`src/rtl/mips_pkg.sv`:
```
`default_nettype none
// ============================================================================
// Module   : mips_pkg
// Purpose  : Opcode/funct encodings, architectural register names, ID-stage
//            FSM encoding and destination-register decode for the MIPS core.
// Revision : 1.0 - initial release
// ============================================================================
package mips_pkg;

    localparam logic [5:0] OP_SPECIAL = 6'h00;
    localparam logic [5:0] OP_JAL     = 6'h03;
    localparam logic [5:0] OP_BEQ     = 6'h04;
    localparam logic [5:0] OP_ADDIU   = 6'h09;
    localparam logic [5:0] OP_SLTI    = 6'h0A;
    localparam logic [5:0] OP_SLTIU   = 6'h0B;
    localparam logic [5:0] OP_ANDI    = 6'h0C;
    localparam logic [5:0] OP_ORI     = 6'h0D;
    localparam logic [5:0] OP_XORI    = 6'h0E;
    localparam logic [5:0] OP_LUI     = 6'h0F;
    localparam logic [5:0] OP_LB      = 6'h20;
    localparam logic [5:0] OP_LH      = 6'h21;
    localparam logic [5:0] OP_LW      = 6'h23;
    localparam logic [5:0] OP_LBU     = 6'h24;
    localparam logic [5:0] OP_LHU     = 6'h25;

    localparam logic [5:0] FN_ADDU    = 6'h21;
    localparam logic [5:0] FN_SUBU    = 6'h23;

    localparam logic [4:0] REG_ZERO   = 5'd0;
    localparam logic [4:0] REG_RA     = 5'd31;

    typedef enum logic [1:0] {
        ID_EMPTY  = 2'd0,
        ID_DECODE = 2'd1,
        ID_STALL  = 2'd2
    } id_state_e;

    // A zero register field naturally yields REG_ZERO, i.e. "no destination".
    function automatic logic [4:0] dest_reg(input logic [31:0] inst);
        logic [4:0] d;
        d = REG_ZERO;
        case (inst[31:26])
            OP_SPECIAL: d = inst[15:11];
            OP_JAL:     d = REG_RA;
            OP_ADDIU, OP_SLTI, OP_SLTIU, OP_ANDI, OP_ORI, OP_XORI, OP_LUI,
            OP_LW, OP_LB, OP_LBU, OP_LH, OP_LHU:
                        d = inst[20:16];
            default:    d = REG_ZERO;
        endcase
        return d;
    endfunction

endpackage
`default_nettype wire

```
`src/rtl/id_bypass_mux.sv`:
```
`default_nettype none
// ============================================================================
// Module   : id_bypass_mux
// Purpose  : Resolves one source operand against EX/MEM/WB producers and
//            flags a RAW hazard. Forwarding selected by ID_FORWARDING_EN.
// Revision : 1.0 - initial release
// ============================================================================
module id_bypass_mux
    import mips_pkg::*;
(
    input  logic [4:0]  src_i,
    input  logic [31:0] rf_data_i,
    input  logic        ex_vld_i,
    input  logic [4:0]  ex_dst_i,
    input  logic        ex_is_load_i,
    input  logic [31:0] ex_data_i,
    input  logic        mem_vld_i,
    input  logic [4:0]  mem_dst_i,
    input  logic [31:0] mem_data_i,
    input  logic        wb_vld_i,
    input  logic [4:0]  wb_dst_i,
    input  logic [31:0] wb_data_i,
    output logic [31:0] value_o,
    output logic        hazard_o
);

    logic ex_hit;
    logic mem_hit;
    logic wb_hit;

    assign ex_hit  = (src_i != REG_ZERO) && ex_vld_i  && (ex_dst_i  == src_i);
    assign mem_hit = (src_i != REG_ZERO) && mem_vld_i && (mem_dst_i == src_i);
    assign wb_hit  = (src_i != REG_ZERO) && wb_vld_i  && (wb_dst_i  == src_i);

`ifdef ID_FORWARDING_EN
    always_comb begin
        value_o  = rf_data_i;
        hazard_o = 1'b0;
        if (src_i == REG_ZERO) begin
            value_o = '0;
        end else if (ex_hit) begin
            // A load in EX has only its address; the consumer must wait a cycle.
            value_o  = ex_data_i;
            hazard_o = ex_is_load_i;
        end else if (mem_hit) begin
            value_o = mem_data_i;
        end else if (wb_hit) begin
            value_o = wb_data_i;
        end
    end
`else
    logic unused_fwd;
    assign unused_fwd = ^{ex_is_load_i, ex_data_i, mem_data_i};

    always_comb begin
        value_o  = rf_data_i;
        hazard_o = 1'b0;
        if (src_i == REG_ZERO) begin
            value_o = '0;
        end else begin
            hazard_o = ex_hit || mem_hit;
            if (wb_hit) begin
                value_o = wb_data_i;
            end
        end
    end
`endif

endmodule
`default_nettype wire

```
`src/rtl/id_operand_stage.sv`:
```
`default_nettype none
// ============================================================================
// Module   : id_operand_stage
// Purpose  : MIPS decode/operand stage: one-entry IF buffer, RAW bypass/stall,
//            EX pipeline register. Optional forwarding via ID_FORWARDING_EN.
// Revision : 1.0 - initial release
// ============================================================================
module id_operand_stage
    import mips_pkg::*;
#(
    parameter logic [31:0] RESET_PC = 32'hBFC0_0000
) (
    input  logic        clk,
    input  logic        rst_n,
    input  logic        if_valid,
    output logic        if_ready,
    input  logic [31:0] if_inst,
    input  logic [31:0] if_pc,
    output logic [4:0]  rf_raddr1,
    output logic [4:0]  rf_raddr2,
    input  logic [31:0] rf_rdata1,
    input  logic [31:0] rf_rdata2,
    input  logic        ex_dst_vld,
    input  logic [4:0]  ex_dst,
    input  logic        ex_is_load,
    input  logic [31:0] ex_result,
    input  logic        mem_dst_vld,
    input  logic [4:0]  mem_dst,
    input  logic [31:0] mem_result,
    input  logic        wb_wen,
    input  logic [4:0]  wb_waddr,
    input  logic [31:0] wb_wdata,
    output logic        id_valid,
    input  logic        id_ready,
    output logic [31:0] id_pc,
    output logic [31:0] id_inst,
    output logic [31:0] id_op1,
    output logic [31:0] id_op2,
    output logic [4:0]  id_dst
);

    id_state_e   state_q,    state_d;
    logic [31:0] ib_inst_q,  ib_inst_d;
    logic [31:0] ib_pc_q,    ib_pc_d;
    logic        id_valid_q, id_valid_d;
    logic [31:0] id_pc_q,    id_pc_d;
    logic [31:0] id_inst_q,  id_inst_d;
    logic [31:0] id_op1_q,   id_op1_d;
    logic [31:0] id_op2_q,   id_op2_d;
    logic [4:0]  id_dst_q,   id_dst_d;

    logic        ib_valid;
    logic [31:0] op1_val;
    logic [31:0] op2_val;
    logic        haz1;
    logic        haz2;
    logic        hazard;
    logic        load_out;
    logic        fill;

    assign ib_valid  = (state_q != ID_EMPTY);
    assign rf_raddr1 = ib_valid ? ib_inst_q[25:21] : REG_ZERO;
    assign rf_raddr2 = ib_valid ? ib_inst_q[20:16] : REG_ZERO;

    id_bypass_mux u_byp_rs (
        .src_i        (rf_raddr1),
        .rf_data_i    (rf_rdata1),
        .ex_vld_i     (ex_dst_vld),
        .ex_dst_i     (ex_dst),
        .ex_is_load_i (ex_is_load),
        .ex_data_i    (ex_result),
        .mem_vld_i    (mem_dst_vld),
        .mem_dst_i    (mem_dst),
        .mem_data_i   (mem_result),
        .wb_vld_i     (wb_wen),
        .wb_dst_i     (wb_waddr),
        .wb_data_i    (wb_wdata),
        .value_o      (op1_val),
        .hazard_o     (haz1)
    );

    id_bypass_mux u_byp_rt (
        .src_i        (rf_raddr2),
        .rf_data_i    (rf_rdata2),
        .ex_vld_i     (ex_dst_vld),
        .ex_dst_i     (ex_dst),
        .ex_is_load_i (ex_is_load),
        .ex_data_i    (ex_result),
        .mem_vld_i    (mem_dst_vld),
        .mem_dst_i    (mem_dst),
        .mem_data_i   (mem_result),
        .wb_vld_i     (wb_wen),
        .wb_dst_i     (wb_waddr),
        .wb_data_i    (wb_wdata),
        .value_o      (op2_val),
        .hazard_o     (haz2)
    );

    // Hazard is judged against this cycle's producers, so the load decision
    // uses it directly; state_q records whether the held instruction stalled.
    assign hazard   = ib_valid && (haz1 || haz2);
    assign load_out = ib_valid && !hazard && (id_ready || !id_valid_q);
    assign if_ready = !ib_valid || load_out;
    assign fill     = if_valid && if_ready;

    always_comb begin
        state_d = state_q;
        case (state_q)
            ID_EMPTY: begin
                if (fill) state_d = ID_DECODE;
            end
            ID_DECODE, ID_STALL: begin
                if (load_out)    state_d = fill ? ID_DECODE : ID_EMPTY;
                else if (hazard) state_d = ID_STALL;
                else             state_d = ID_DECODE;
            end
            default: state_d = ID_EMPTY;
        endcase
    end

    always_comb begin
        ib_inst_d  = ib_inst_q;
        ib_pc_d    = ib_pc_q;
        id_valid_d = id_valid_q;
        id_pc_d    = id_pc_q;
        id_inst_d  = id_inst_q;
        id_op1_d   = id_op1_q;
        id_op2_d   = id_op2_q;
        id_dst_d   = id_dst_q;
        if (fill) begin
            ib_inst_d = if_inst;
            ib_pc_d   = if_pc;
        end
        if (load_out) begin
            id_valid_d = 1'b1;
            id_pc_d    = ib_pc_q;
            id_inst_d  = ib_inst_q;
            id_op1_d   = op1_val;
            id_op2_d   = op2_val;
            id_dst_d   = dest_reg(ib_inst_q);
        end else if (id_ready) begin
            // Consumer took the entry (or stall bubble): only the valid drops.
            id_valid_d = 1'b0;
        end
    end

    always_ff @(posedge clk or negedge rst_n) begin
        if (!rst_n) begin
            state_q    <= ID_EMPTY;
            ib_inst_q  <= '0;
            ib_pc_q    <= '0;
            id_valid_q <= 1'b0;
            id_pc_q    <= RESET_PC;
            id_inst_q  <= '0;
            id_op1_q   <= '0;
            id_op2_q   <= '0;
            id_dst_q   <= REG_ZERO;
        end else begin
            state_q    <= state_d;
            ib_inst_q  <= ib_inst_d;
            ib_pc_q    <= ib_pc_d;
            id_valid_q <= id_valid_d;
            id_pc_q    <= id_pc_d;
            id_inst_q  <= id_inst_d;
            id_op1_q   <= id_op1_d;
            id_op2_q   <= id_op2_d;
            id_dst_q   <= id_dst_d;
        end
    end

    assign id_valid = id_valid_q;
    assign id_pc    = id_pc_q;
    assign id_inst  = id_inst_q;
    assign id_op1   = id_op1_q;
    assign id_op2   = id_op2_q;
    assign id_dst   = id_dst_q;

endmodule
`default_nettype wire
```
`config.mk`:
```
export PLATFORM = sky130hd
export DESIGN_NAME = id_operand_stage
export DESIGN_NICKNAME = d
export VERILOG_FILES = /design/src/rtl/mips_pkg.sv /design/src/rtl/id_bypass_mux.sv /design/src/rtl/id_operand_stage.sv
export SDC_FILE = /design/constraint.sdc
export NUM_CORES = 1
export LEC_CHECK = 0
export ABC_AREA = 1
export CORE_MARGIN = 2
export CORE_UTILIZATION = 44
export DETAILED_ROUTE_END_ITERATION = 7
export PLACE_DENSITY = 0.8
export SYNTH_ARGS = -nofsm -noshare
export SYNTH_HDL_FRONTEND = slang
export SYNTH_SLANG_ARGS = --single-unit
```
`constraint.sdc`:
```
create_clock -name clk -period 2.8 [get_ports clk]
set_input_delay 0.56 -clock clk [delete_from_list [all_inputs] [get_ports clk]]
set_output_delay 0.56 -clock clk [all_outputs]
set_load 0.02 [all_outputs]
```
==> reports/summary.txt <==
WORST SETUP PATH
--------------------------------------------------------------------------------------
Data required time at the worst endpoint ................................      2240 ps
Library cell appearing most often on the critical path .................. sky130_fd_sc_hd__nand2_1
CP arrival ..............................................................      2230 ps
Capture point of the worst reg-to-reg path ..............................  ib_pc_q[14]
Stage delay of the slowest cell on the critical path ....................       380 ps
Worst Path Class, Setup .................................................   reg -> out
Standard cell with the maximum stage delay on the critical path ......... sky130_fd_sc_hd__dfrtp_1
Register-to-Register Path Depth .........................................           17
FF-to-FF Start ..........................................................   state_q[1]
Register-to-register setup slack ........................................       170 ps
Critical-path maximum fanout ............................................            6
CP Buf/Inv Count ........................................................            3
Nature of the critical path startpoint ..................................    flip-flop
Cell-by-cell trace of the critical path ................................. inv_2 > ha_4 > buf_6 > nor2_1 > nand2_1 > nand2_1 > nor2_2 > nand3_1 > nand2_1 > nand2_2 > nand2_4 > o21bai_4 > buf_6
Kind of cell with the highest combined delay on the critical path ....... simple AND/OR/NAND/NOR gates
Worst Setup End Kind .................................................... primary output
Number of cells on the critical path ....................................           13

GLOBAL ROUTING
--------------------------------------------------------------------------------------
Number of global-route vias before repair ...............................         8713
Total routing resource utilization after global routing .................        24.8%
Overflow left after global routing ......................................            0
Largest net degree at the start of global routing .......................           65
First-pass GRT wire length ..............................................      44.3 mm
Antenna violations before repair ........................................            0

ROUTE
--------------------------------------------------------------------------------------
Count of TritonRoute iterations in the first routing pass ...............            6
Drt wl/cell .............................................................      15.4 µm
Routed Wire Length ......................................................      28.6 mm
Number of nets still failing antenna checks after routing ...............            0
Post-route DRC violation count ..........................................            0
Avg Vias per Cell .......................................................         4.97
Via count of the routed design ..........................................         9211
Number of DRC markers in iteration 0 ....................................          480

CLOCK NETWORK
--------------------------------------------------------------------------------------
Maximum number of buffers from clock root to sink .......................            2
Clock latency reported for the late side of the worst-skew pair .........       430 ps
Library cell used as clock root buffer .................................. sky130_fd_sc_hd__clkbuf_16
Clock slew at the register clock pins of the worst setup and hold paths .        80 ps
Maximum level of the CTS H-tree .........................................            4
Number of sinks handled by clock tree synthesis .........................          200
CTS tree ................................................................         done
Inserted Clock Buffers ..................................................           17

TIMING
--------------------------------------------------------------------------------------
RSZ-0062 raised after global routing ....................................         true
Final-layout worst hold slack ...........................................      74.2 ps
Crit path time final ....................................................      2790 ps
Slew at the pin closest to its max-slew limit ...........................       686 ps
Rel. slew slack .........................................................        54.3%
Final Setup Violations ..................................................            0
Count of endpoints failing hold in the final timing report ..............            0
Setup Skew ..............................................................      12.9 ps
Total count of max-transition violations in the final report ............            0
Final worst-path cycle share ............................................        99.6%
Fmax ....................................................................    0.359 GHz

FLOORPLANNING
--------------------------------------------------------------------------------------
Overall die width .......................................................       151 µm
Initial Utilization .....................................................        45.1%
Area of the core ........................................................    21200 µm²
Top-Level Pins ..........................................................          392
Die Outline Area ........................................................    22900 µm²
Placement row count .....................................................           53
Height of the die .......................................................       151 µm

LOGIC SYNTHESIS
--------------------------------------------------------------------------------------
Flops & latches, synth ..................................................          200
Cell count after synthesis ..............................................         1237
Number of synthesized flops with an enable pin ..........................            0
Sequential-to-total area share from yosys stat ..........................        52.6%
Net Count, Synth ........................................................         1486
Synth warnings ..........................................................            0
Area of the mapped netlist ..............................................     9530 µm²
Number of distinct library cells after synthesis ........................           25
Avg Cell Area, Syn ......................................................     7.71 µm²
Prevailing post-synth register cell ..................................... sky130_fd_sc_hd__dfrtp_1
Async SR Flop Fraction ..................................................         100%

FINISH
--------------------------------------------------------------------------------------
Post-Layout Inst Area ...................................................    14100 µm²
Fill cells ..............................................................         1754
Count of antenna diodes in the layout ...................................            0
Net count reported at finish ............................................         1813
Proportion of layout cells with a drive suffix above 1 ..................        7.86%
Area added between synthesis and finish .................................        47.5%

POWER
--------------------------------------------------------------------------------------
P per Cell Area .........................................................  1130 nW/µm²
Maximum vdd drop ........................................................   0.000624 V
Static Leakage ..........................................................      6.89 nW

PLACED DESIGN
--------------------------------------------------------------------------------------
Post-detailed-placement half-perimeter wirelength .......................      20.5 mm
Instance area at placement ..............................................    13300 µm²
Port Buffers ............................................................          326
Final RePlAce weighted congestion .......................................        0.877

RUN STATUS
--------------------------------------------------------------------------------------
Status .................................................................. complete, no violations

FLOW RUN
--------------------------------------------------------------------------------------
Number of maximum-capacitance constraint violations .....................            0

WORST HOLD PATH
--------------------------------------------------------------------------------------
Hold Path Class .........................................................  in -> async

[synthesized netlist by cell type, drive strengths merged (4+ instances only)]
cell type | number | share of area, %
nand3 | 90 | 4.7
buf | 34 | 3.0
inv | 152 | 6.0
nor2 | 71 | 2.8
nand4 | 4 | 0.33
nand2 | 425 | 17
dfrtp | 191 | 50
o21ai | 204 | 11
dfstp | 9 | 2.5
nor3 | 7 | 0.37
clkbuf | 36 | 1.4
[power by group]
| part | internal (mW) | total [mW] | switching [mW] | leakage, nW |
|---|---|---|---|---|
| logic | 3.70 | 8.51 | 4.81 | 4.11 |
| clock network | 1.22 | 2.50 | 1.28 | 0.290 |
| registers | 4.15 | 4.92 | 0.762 | 2.49 |
[worst register-to-register path, delay by kind of cell (launching register included)]
kind,cells,cell delay [ps]
AOI/OAI and AO/OA,1,200
adders and majority gates,1,170
DFF,1,380
buffers and inverters,4,770
and+or+nand+nor,11,1030
[what timing repair did]
action | in CTS | in global routing
gates cloned | 0 | 2
gates resized for setup | 16 | 24
pin swaps | 0 | 4
setup endpoints to repair | 34 | 70
hold buffers | 0 | 0
hold endpoints to repair | 0 | 0
buffers inserted | 0 | 2
[metal layers]
metal | routed length [µm] | track usage [%] | up-vias
li1 | - | - | 4519
met1 | 11200 | 29.2 | 4276
met2 | 14000 | 42.7 | 365
met3 | 2640 | 8.52 | 51
met4 | 663 | 7.43 | 0
met5 | 0 | 0 | -
[kinds of logic after synthesis]
logic type      after synthesis  share of synthesized area (%)
compound gates              209                           11.1
xor+xnor                      4                          0.368
fa+ha+maj                     2                          0.262
buf+inv                     222                           10.4
flops                       200                           52.6
simple gates                600                           25.3
[area by class of cell]
cell class / instances / area (µm²) / share of cell area (%)
inverter: 152 / 576 / 4.09
multi-input combinational: 815 / 3630 / 25.8
timing repair buffer: 378 / 3880 / 27.6
tap: 275 / 344 / 2.45
clock buffer: 18 / 429 / 3.05
sequential: 200 / 5020 / 35.7
clock inverter: 14 / 184 / 1.31
[per-stage QoR]
stage                     power (mW)  util, %  setup WS (ps)  TNS (ps)  std cells
after floorplan                 9.59        -            309         0       1237
after global placement          13.0     62.8           -231     -3650       1816
final                           15.9     66.5           12.3         0       1852
after detailed placement        13.2     62.8           -240     -4040       1816
after CTS                       15.8     65.8          -56.5     -60.5       1848
after global routing            17.1     66.5           -102      -114       1852
[placed cells by master (no fill, tap or decap), types with 4 or more instances in the layout]
master / synthesis / layout
sky130_fd_sc_hd__dfstp_2: 9 / 9
sky130_fd_sc_hd__clkbuf_16: 0 / 19
sky130_fd_sc_hd__dfrtp_1: 191 / 191
sky130_fd_sc_hd__nand2_2: 3 / 6
sky130_fd_sc_hd__clkdlybuf4s50_1: 0 / 320
sky130_fd_sc_hd__nand2_4: 0 / 5
sky130_fd_sc_hd__nor3_1: 7 / 6
sky130_fd_sc_hd__buf_12: 0 / 15
sky130_fd_sc_hd__nor2_2: 1 / 4
sky130_fd_sc_hd__o21ai_0: 71 / 71
sky130_fd_sc_hd__nand2_1: 422 / 414
sky130_fd_sc_hd__clkinv_8: 0 / 6
sky130_fd_sc_hd__buf_4: 3 / 32
sky130_fd_sc_hd__o21ai_1: 133 / 133
sky130_fd_sc_hd__nand3_1: 90 / 89
sky130_fd_sc_hd__inv_1: 151 / 148
sky130_fd_sc_hd__buf_6: 18 / 4
sky130_fd_sc_hd__nor2_1: 70 / 65
[state kept, by name, indices dropped and copies added (netlist names)]
name,count
ib_inst_q,32
ib_pc_q,32
id_inst,32
id_op1,32
id_op2,32
id_pc,32
id_dst,5
state_q,2
id_valid,1
[worst max path at each step]
stage                     startpoint       end  slack [ps]
after floorplan           state_q[0]  if_ready         310
after global placement     ex_dst[3]  if_ready        -230
after detailed placement   ex_dst[3]  if_ready        -240
after CTS                 state_q[1]  if_ready         -60
after global routing      state_q[1]  if_ready        -100
final                     state_q[1]  if_ready          10
(Power assumes the default switching activity.)
